### src/rtl/fifo_pkg.sv
// Shared defaults and helpers for the fifo_prog FIFO family.
package fifo_pkg;

  localparam int DEF_DATA_WIDTH    = 8;
  localparam int DEF_LOG2_DEPTH    = 3;
  localparam int DEF_AFULL_THRESH  = 6;
  localparam int DEF_AEMPTY_THRESH = 1;

  // Occupancy must represent 0..DEPTH inclusive, hence one bit beyond the address.
  function automatic int cnt_width(input int log2_depth);
    return log2_depth + 1;
  endfunction

endpackage

### src/rtl/fifo_ram.sv
// Simple dual-port storage: one synchronous write port, one asynchronous read port.
// Contents are deliberately not reset.
module fifo_ram #(
  parameter int DATA_WIDTH = 8,
  parameter int ADDR_WIDTH = 3
) (
  input  logic                  clk_i,
  input  logic                  we_i,
  input  logic [ADDR_WIDTH-1:0] waddr_i,
  input  logic [DATA_WIDTH-1:0] wdata_i,
  input  logic [ADDR_WIDTH-1:0] raddr_i,
  output logic [DATA_WIDTH-1:0] rdata_o
);

  logic [DATA_WIDTH-1:0] mem_q [0:(1<<ADDR_WIDTH)-1];

  always_ff @(posedge clk_i) begin
    if (we_i) begin
      mem_q[waddr_i] <= wdata_i;
    end
  end

  assign rdata_o = mem_q[raddr_i];

endmodule

### src/rtl/fifo_prog.sv
// Synchronous FIFO with programmable almost-full/almost-empty thresholds and sticky error flags.
// Define FIFO_PROG_FWFT_EN for first-word-fall-through reads; otherwise reads are registered.
module fifo_prog
  import fifo_pkg::*;
#(
  parameter int DATA_WIDTH    = DEF_DATA_WIDTH,
  parameter int LOG2_DEPTH    = DEF_LOG2_DEPTH,
  parameter int AFULL_THRESH  = DEF_AFULL_THRESH,
  parameter int AEMPTY_THRESH = DEF_AEMPTY_THRESH
) (
  input  logic                             clk,
  input  logic                             rst_n,
  input  logic [DATA_WIDTH-1:0]            din,
  input  logic                             wr_en,
  input  logic                             rd_en,
  input  logic                             clr_err,
  output logic [DATA_WIDTH-1:0]            dout,
  output logic                             valid,
  output logic                             full,
  output logic                             empty,
  output logic                             almost_full,
  output logic                             almost_empty,
  output logic [cnt_width(LOG2_DEPTH)-1:0] count,
  output logic                             overflow,
  output logic                             underflow
);

  localparam int DEPTH = 1 << LOG2_DEPTH;
  localparam int CW    = cnt_width(LOG2_DEPTH);
  localparam int AW    = LOG2_DEPTH;

  generate
    if (AFULL_THRESH > DEPTH || AEMPTY_THRESH >= DEPTH) begin : g_bad_thresh
      $error("fifo_prog: AFULL_THRESH must be <= DEPTH and AEMPTY_THRESH < DEPTH");
    end
  endgenerate

  logic [AW-1:0]         wr_ptr_q, wr_ptr_d;
  logic [AW-1:0]         rd_ptr_q, rd_ptr_d;
  logic [CW-1:0]         count_q, count_d;
  logic                  ovf_q, ovf_d;
  logic                  udf_q, udf_d;
  logic                  rd_acc, wr_acc;
  logic [DATA_WIDTH-1:0] ram_rdata;

  // A write into a full FIFO is legal only when a read frees the slot in the same cycle.
  assign rd_acc = rd_en && !empty;
  assign wr_acc = wr_en && (!full || rd_acc);

  fifo_ram #(
    .DATA_WIDTH (DATA_WIDTH),
    .ADDR_WIDTH (AW)
  ) u_ram (
    .clk_i   (clk),
    .we_i    (wr_acc),
    .waddr_i (wr_ptr_q),
    .wdata_i (din),
    .raddr_i (rd_ptr_q),
    .rdata_o (ram_rdata)
  );

  always_comb begin
    wr_ptr_d = wr_ptr_q;
    rd_ptr_d = rd_ptr_q;
    count_d  = count_q;
    if (wr_acc) begin
      wr_ptr_d = wr_ptr_q + 1'b1;
    end
    if (rd_acc) begin
      rd_ptr_d = rd_ptr_q + 1'b1;
    end
    case ({wr_acc, rd_acc})
      2'b10:   count_d = count_q + 1'b1;
      2'b01:   count_d = count_q - 1'b1;
      default: count_d = count_q;
    endcase
  end

  // Setting wins over clearing when an error and clr_err coincide.
  always_comb begin
    ovf_d = ovf_q;
    udf_d = udf_q;
    if (clr_err) begin
      ovf_d = 1'b0;
      udf_d = 1'b0;
    end
    if (wr_en && !wr_acc) begin
      ovf_d = 1'b1;
    end
    if (rd_en && !rd_acc) begin
      udf_d = 1'b1;
    end
  end

  always_ff @(posedge clk) begin
    if (!rst_n) begin
      wr_ptr_q <= '0;
      rd_ptr_q <= '0;
      count_q  <= '0;
      ovf_q    <= 1'b0;
      udf_q    <= 1'b0;
    end else begin
      wr_ptr_q <= wr_ptr_d;
      rd_ptr_q <= rd_ptr_d;
      count_q  <= count_d;
      ovf_q    <= ovf_d;
      udf_q    <= udf_d;
    end
  end

  assign count        = count_q;
  assign empty        = (count_q == '0);
  assign full         = (count_q == CW'(DEPTH));
  assign almost_full  = (count_q >= CW'(AFULL_THRESH));
  assign almost_empty = (count_q <= CW'(AEMPTY_THRESH));
  assign overflow     = ovf_q;
  assign underflow    = udf_q;

`ifdef FIFO_PROG_FWFT_EN
  // Head word is always presented; rd_en acknowledges it.
  assign dout  = ram_rdata;
  assign valid = !empty;
`else
  logic [DATA_WIDTH-1:0] dout_q, dout_d;
  logic                  valid_q, valid_d;

  always_comb begin
    dout_d  = dout_q;
    valid_d = rd_acc;
    if (rd_acc) begin
      dout_d = ram_rdata;
    end
  end

  always_ff @(posedge clk) begin
    if (!rst_n) begin
      dout_q  <= '0;
      valid_q <= 1'b0;
    end else begin
      dout_q  <= dout_d;
      valid_q <= valid_d;
    end
  end

  assign dout  = dout_q;
  assign valid = valid_q;
`endif

endmodule

### config.mk
export PLATFORM = sky130hd
export DESIGN_NAME = fifo_prog
export DESIGN_NICKNAME = d
export VERILOG_FILES = /design/src/rtl/fifo_pkg.sv /design/src/rtl/fifo_ram.sv /design/src/rtl/fifo_prog.sv
export SDC_FILE = /design/constraint.sdc
export NUM_CORES = 1
export LEC_CHECK = 0
export CAP_MARGIN = 15
export CORE_MARGIN = 5
export CORE_UTILIZATION = 51
export DETAILED_ROUTE_END_ITERATION = 7
export GPL_ROUTABILITY_DRIVEN = 0
export GPL_TIMING_DRIVEN = 0
export PLACE_DENSITY_LB_ADDON = 0.08
export SYNTH_ARGS = -nofsm -noshare
export SYNTH_HDL_FRONTEND = slang
export SYNTH_SLANG_ARGS = --single-unit
### constraint.sdc
create_clock -name clk -period 2 [get_ports clk]
set_input_delay 0.4 -clock clk [delete_from_list [all_inputs] [get_ports clk]]
set_output_delay 0.4 -clock clk [all_outputs]
set_load 0.03 [all_outputs]
==> impl_metrics.toml <==
[status]
status = "finished with violations"
violations = "setup timing"

[critical_path]
cpPeakStageDelay_ns = 0.46
required_ns = 2.23
r2r-end = "count[3]"
r2r_cells = 9
cp_common_cell = "ha_4"
crit_chain = "inv_4, ha_4, nand3b_1, o21ai_4, ha_4, or4b_4, a21oi_2, xnor2_1, nor2_1"
cp_slowest_cell = "or4b_4"
startpoint_type = "register"
path_class = "register to register"
path_max_fanout = 4
path_depth = 9
crit_buf_inv = 1
r2r_setup_slack_ns = -0.04
startpoint = "count[1]"
crit_end = "count[3]"
crit_arrival_ns = 2.27
cpLargestDelayFamily = "simple AND/OR/NAND/NOR gates"
worst_setup_path_end_kind = "register"
rr_startpoint = "count[1]"

[yosys]
syn_nets = 246
synthCells = 226
ys_ff_latch = 85
ys_top_cells_by_area = "edfxtp_1 56%, dfxtp_1 12%, mux2i_1 10%"
synthTopCellsByCount = "64 x edfxtp_1, 34 x mux2i_1, 21 x dfxtp_1, 16 x a22oi_1, 15 x nor2_1"
syn_area_um2 = 3403
yosysTopAreaCell = "edfxtp_1"
ys_warn_count = 0
synth.distinct_cells = 35
synthFlopType = "edfxtp_1"
synth_edf_count = 64
synth_most_common_cell = "edfxtp_1"
ys_async_sr_fraction_pct = 0
avgSynthCellArea_um2 = 15.06
synth_seq_area_share_pct = 68.82
yosysTopAreaCellShare_pct = 56.47

[grt]
grt_pass1_vias = 2071
use_met2_pct = 28.73
grt_overflow_total = 0
track_usage_pct = 17.80
grt_antenna_before_repair = 0
grt_max_degree = 15
grt_pass1_wl_um = 11100
busiest_layer = "met2"
gr-usage-met3_pct = 3.682
use_met1_pct = 23.23

[sta]
finalClockSkew_ns = 0.008420
hold_viol = 0
fin_setup_tns_ns = -0.05392
grt_setup_unrepaired = "yes"
timing.hold.ws_ns = 0.4492
layout_min_cycle_time_ns = 2.045
finalSetupViolations = 2
fmax_ghz = 0.4890
tightest_slew_ns = 0.8457
fin_ws_ns = -0.04494
slew_headroom_pct = 43.41
period_share_pct = 102.2
slew_violations = 0

[drt]
drc = 0
drtIter0Drc = 84
num_vias = 2056
routed_via_density = 5.711
drtPass1Iterations = 4
postRouteAntennaNets = 0
routed_wl_um = 7106
wl_per_cell_um = 19.74

[clocking]
clk_pin_slew_ns = 0.08
numCtsBuffers = 9
cts.htree.levels = 3
clock_latency_ns = 0.35
root_buffer = "clkbuf_8"
clock_sinks = 85
ctsHoldBuffers = 0
cts_tree = "done"
cts_buffer_depth = 2

[floorplanning]
rows = 29
fp.coreArea_um2 = 6422
die_width_um = 91.69
dieHeight_um = 91.69
start_util_pct = 52.99
ios = 32
floorplan.die_area_um2 = 8407

[final_layout]
fin_area_um2 = 4235
nets = 298
diodes = 0
area_growth_pct = 24.45
drive_gt1_share_pct = 19.43

[placed_design]
place_hpwl_um = 4182
io_buffer_count = 30
placed_cell_area_um2 = 3879

[power_and_ir_drop]
max-vdd-ir-drop_uv = 770.0
leakagePower_uw = 0.001452
power_density_nw_per_um2 = 1250

[min_path]
hp-class = "input pin to register"

[flow_run]
maxCapViolCount = 0
-- per-layer routing --
metal	wire length [um]	vias to the layer above	part of all wire, %
met5	0	-	0
met3	339	14	4.8
met4	167	0	2.4
met1	3218	1018	45
li1	-	977	-
met2	3380	47	48
-- placed cells by master (no fill, tap or decap), types with 2 or more instances in the layout --
| cell | count |
|---|---|
| a21oi_1 | 5 |
| buf_6 | 2 |
| nor2_1 | 12 |
| nand2b_1 | 3 |
| o21ai_0 | 3 |
| dfxtp_1 | 19 |
| inv_4 | 3 |
| nor2_2 | 3 |
| ha_1 | 5 |
| clkbuf_1 | 3 |
| a32o_1 | 8 |
| buf_4 | 12 |
| buf_2 | 3 |
| nand3_1 | 2 |
| nand2_1 | 2 |
| buf_1 | 3 |
| inv_1 | 4 |
| mux2i_1 | 34 |
| clkinvlp_4 | 2 |
| ha_4 | 2 |
| or3_1 | 2 |
| bufinv_16 | 2 |
| nor2b_1 | 4 |
| clkbuf_8 | 9 |
| dfxtp_4 | 2 |
| nor3_4 | 4 |
| a22oi_1 | 16 |
| xor2_1 | 5 |
| clkdlybuf4s50_1 | 25 |
| edfxtp_1 | 64 |
-- registers in the layout, summed over array words and instances (netlist names) --
name,count
u_ram.mem_q,64
count,4
valid,1
underflow,1
wr_ptr_q,3
overflow,1
dout,8
rd_ptr_q,3
-- per-stage QoR --
stage / util [%] / std cells / worst slack (ns) / total power, uW
after CTS: 65.69 / 359 / -0.03215 / 5265
after global placement: 59.96 / 333 / -0.7588 / 3839
after detailed placement: 60.39 / 334 / -0.3367 / 3866
after global routing: 65.95 / 360 / -0.1445 / 5530
after floorplan: - / 226 / -0.1899 / 3323
final: 65.95 / 360 / -0.04494 / 5295
-- worst register-to-register path, cell delays in order, from the launching register on --
cell and delay (ns):
dfxtp_4 0.36, inv_4 0.06, ha_4 0.13, nand3b_1 0.16
o21ai_4 0.25, ha_4 0.19, or4b_4 0.46, a21oi_2 0.14
xnor2_1 0.12, nor2_1 0.05
-- power by group --
part / switching (uW) / internal (uW)
registers: 101 / 2060
logic: 1010 / 820
clock network: 600 / 709
total: 1710 / 3580
-- logic make-up after synthesis --
group / synth area share [%]
simple gates: 6.397
mux: 10.00
xor+xnor: 1.544
buf+inv: 2.169
fa+ha+maj: 2.573
compound gates: 8.493
flops: 68.82
-- what timing repair did --
action,CTS,global route
pin swaps,5,1
endpoints found under the setup margin,66,14
resized for setup,22,12
buffers inserted,9,1
-- area by class of cell --
cell class                      count  area (um^2)
Fill cell                         455         2187
Buffer                              9        47.55
Inverter                            7        33.78
Clock buffer                       11        131.4
Timing Repair Buffer               41        391.6
Tap cell                           77        96.34
Clock inverter                      5        83.83
Multi-Input combinational cell    125         1101
Sequential cell                    85         2350
-- worst min path at each step --
stage                     start          end  cells past startpoint
floorplan           rd_ptr_q[1]  rd_ptr_q[1]                      2
global placement        dout[4]      dout[4]                      1
detailed placement      dout[4]      dout[4]                      1
CTS                       rd_en  rd_ptr_q[1]                      3
global route              rd_en  rd_ptr_q[1]                      3
finish                    rd_en  rd_ptr_q[1]                      3
Power figures use the tool's default switching activity.
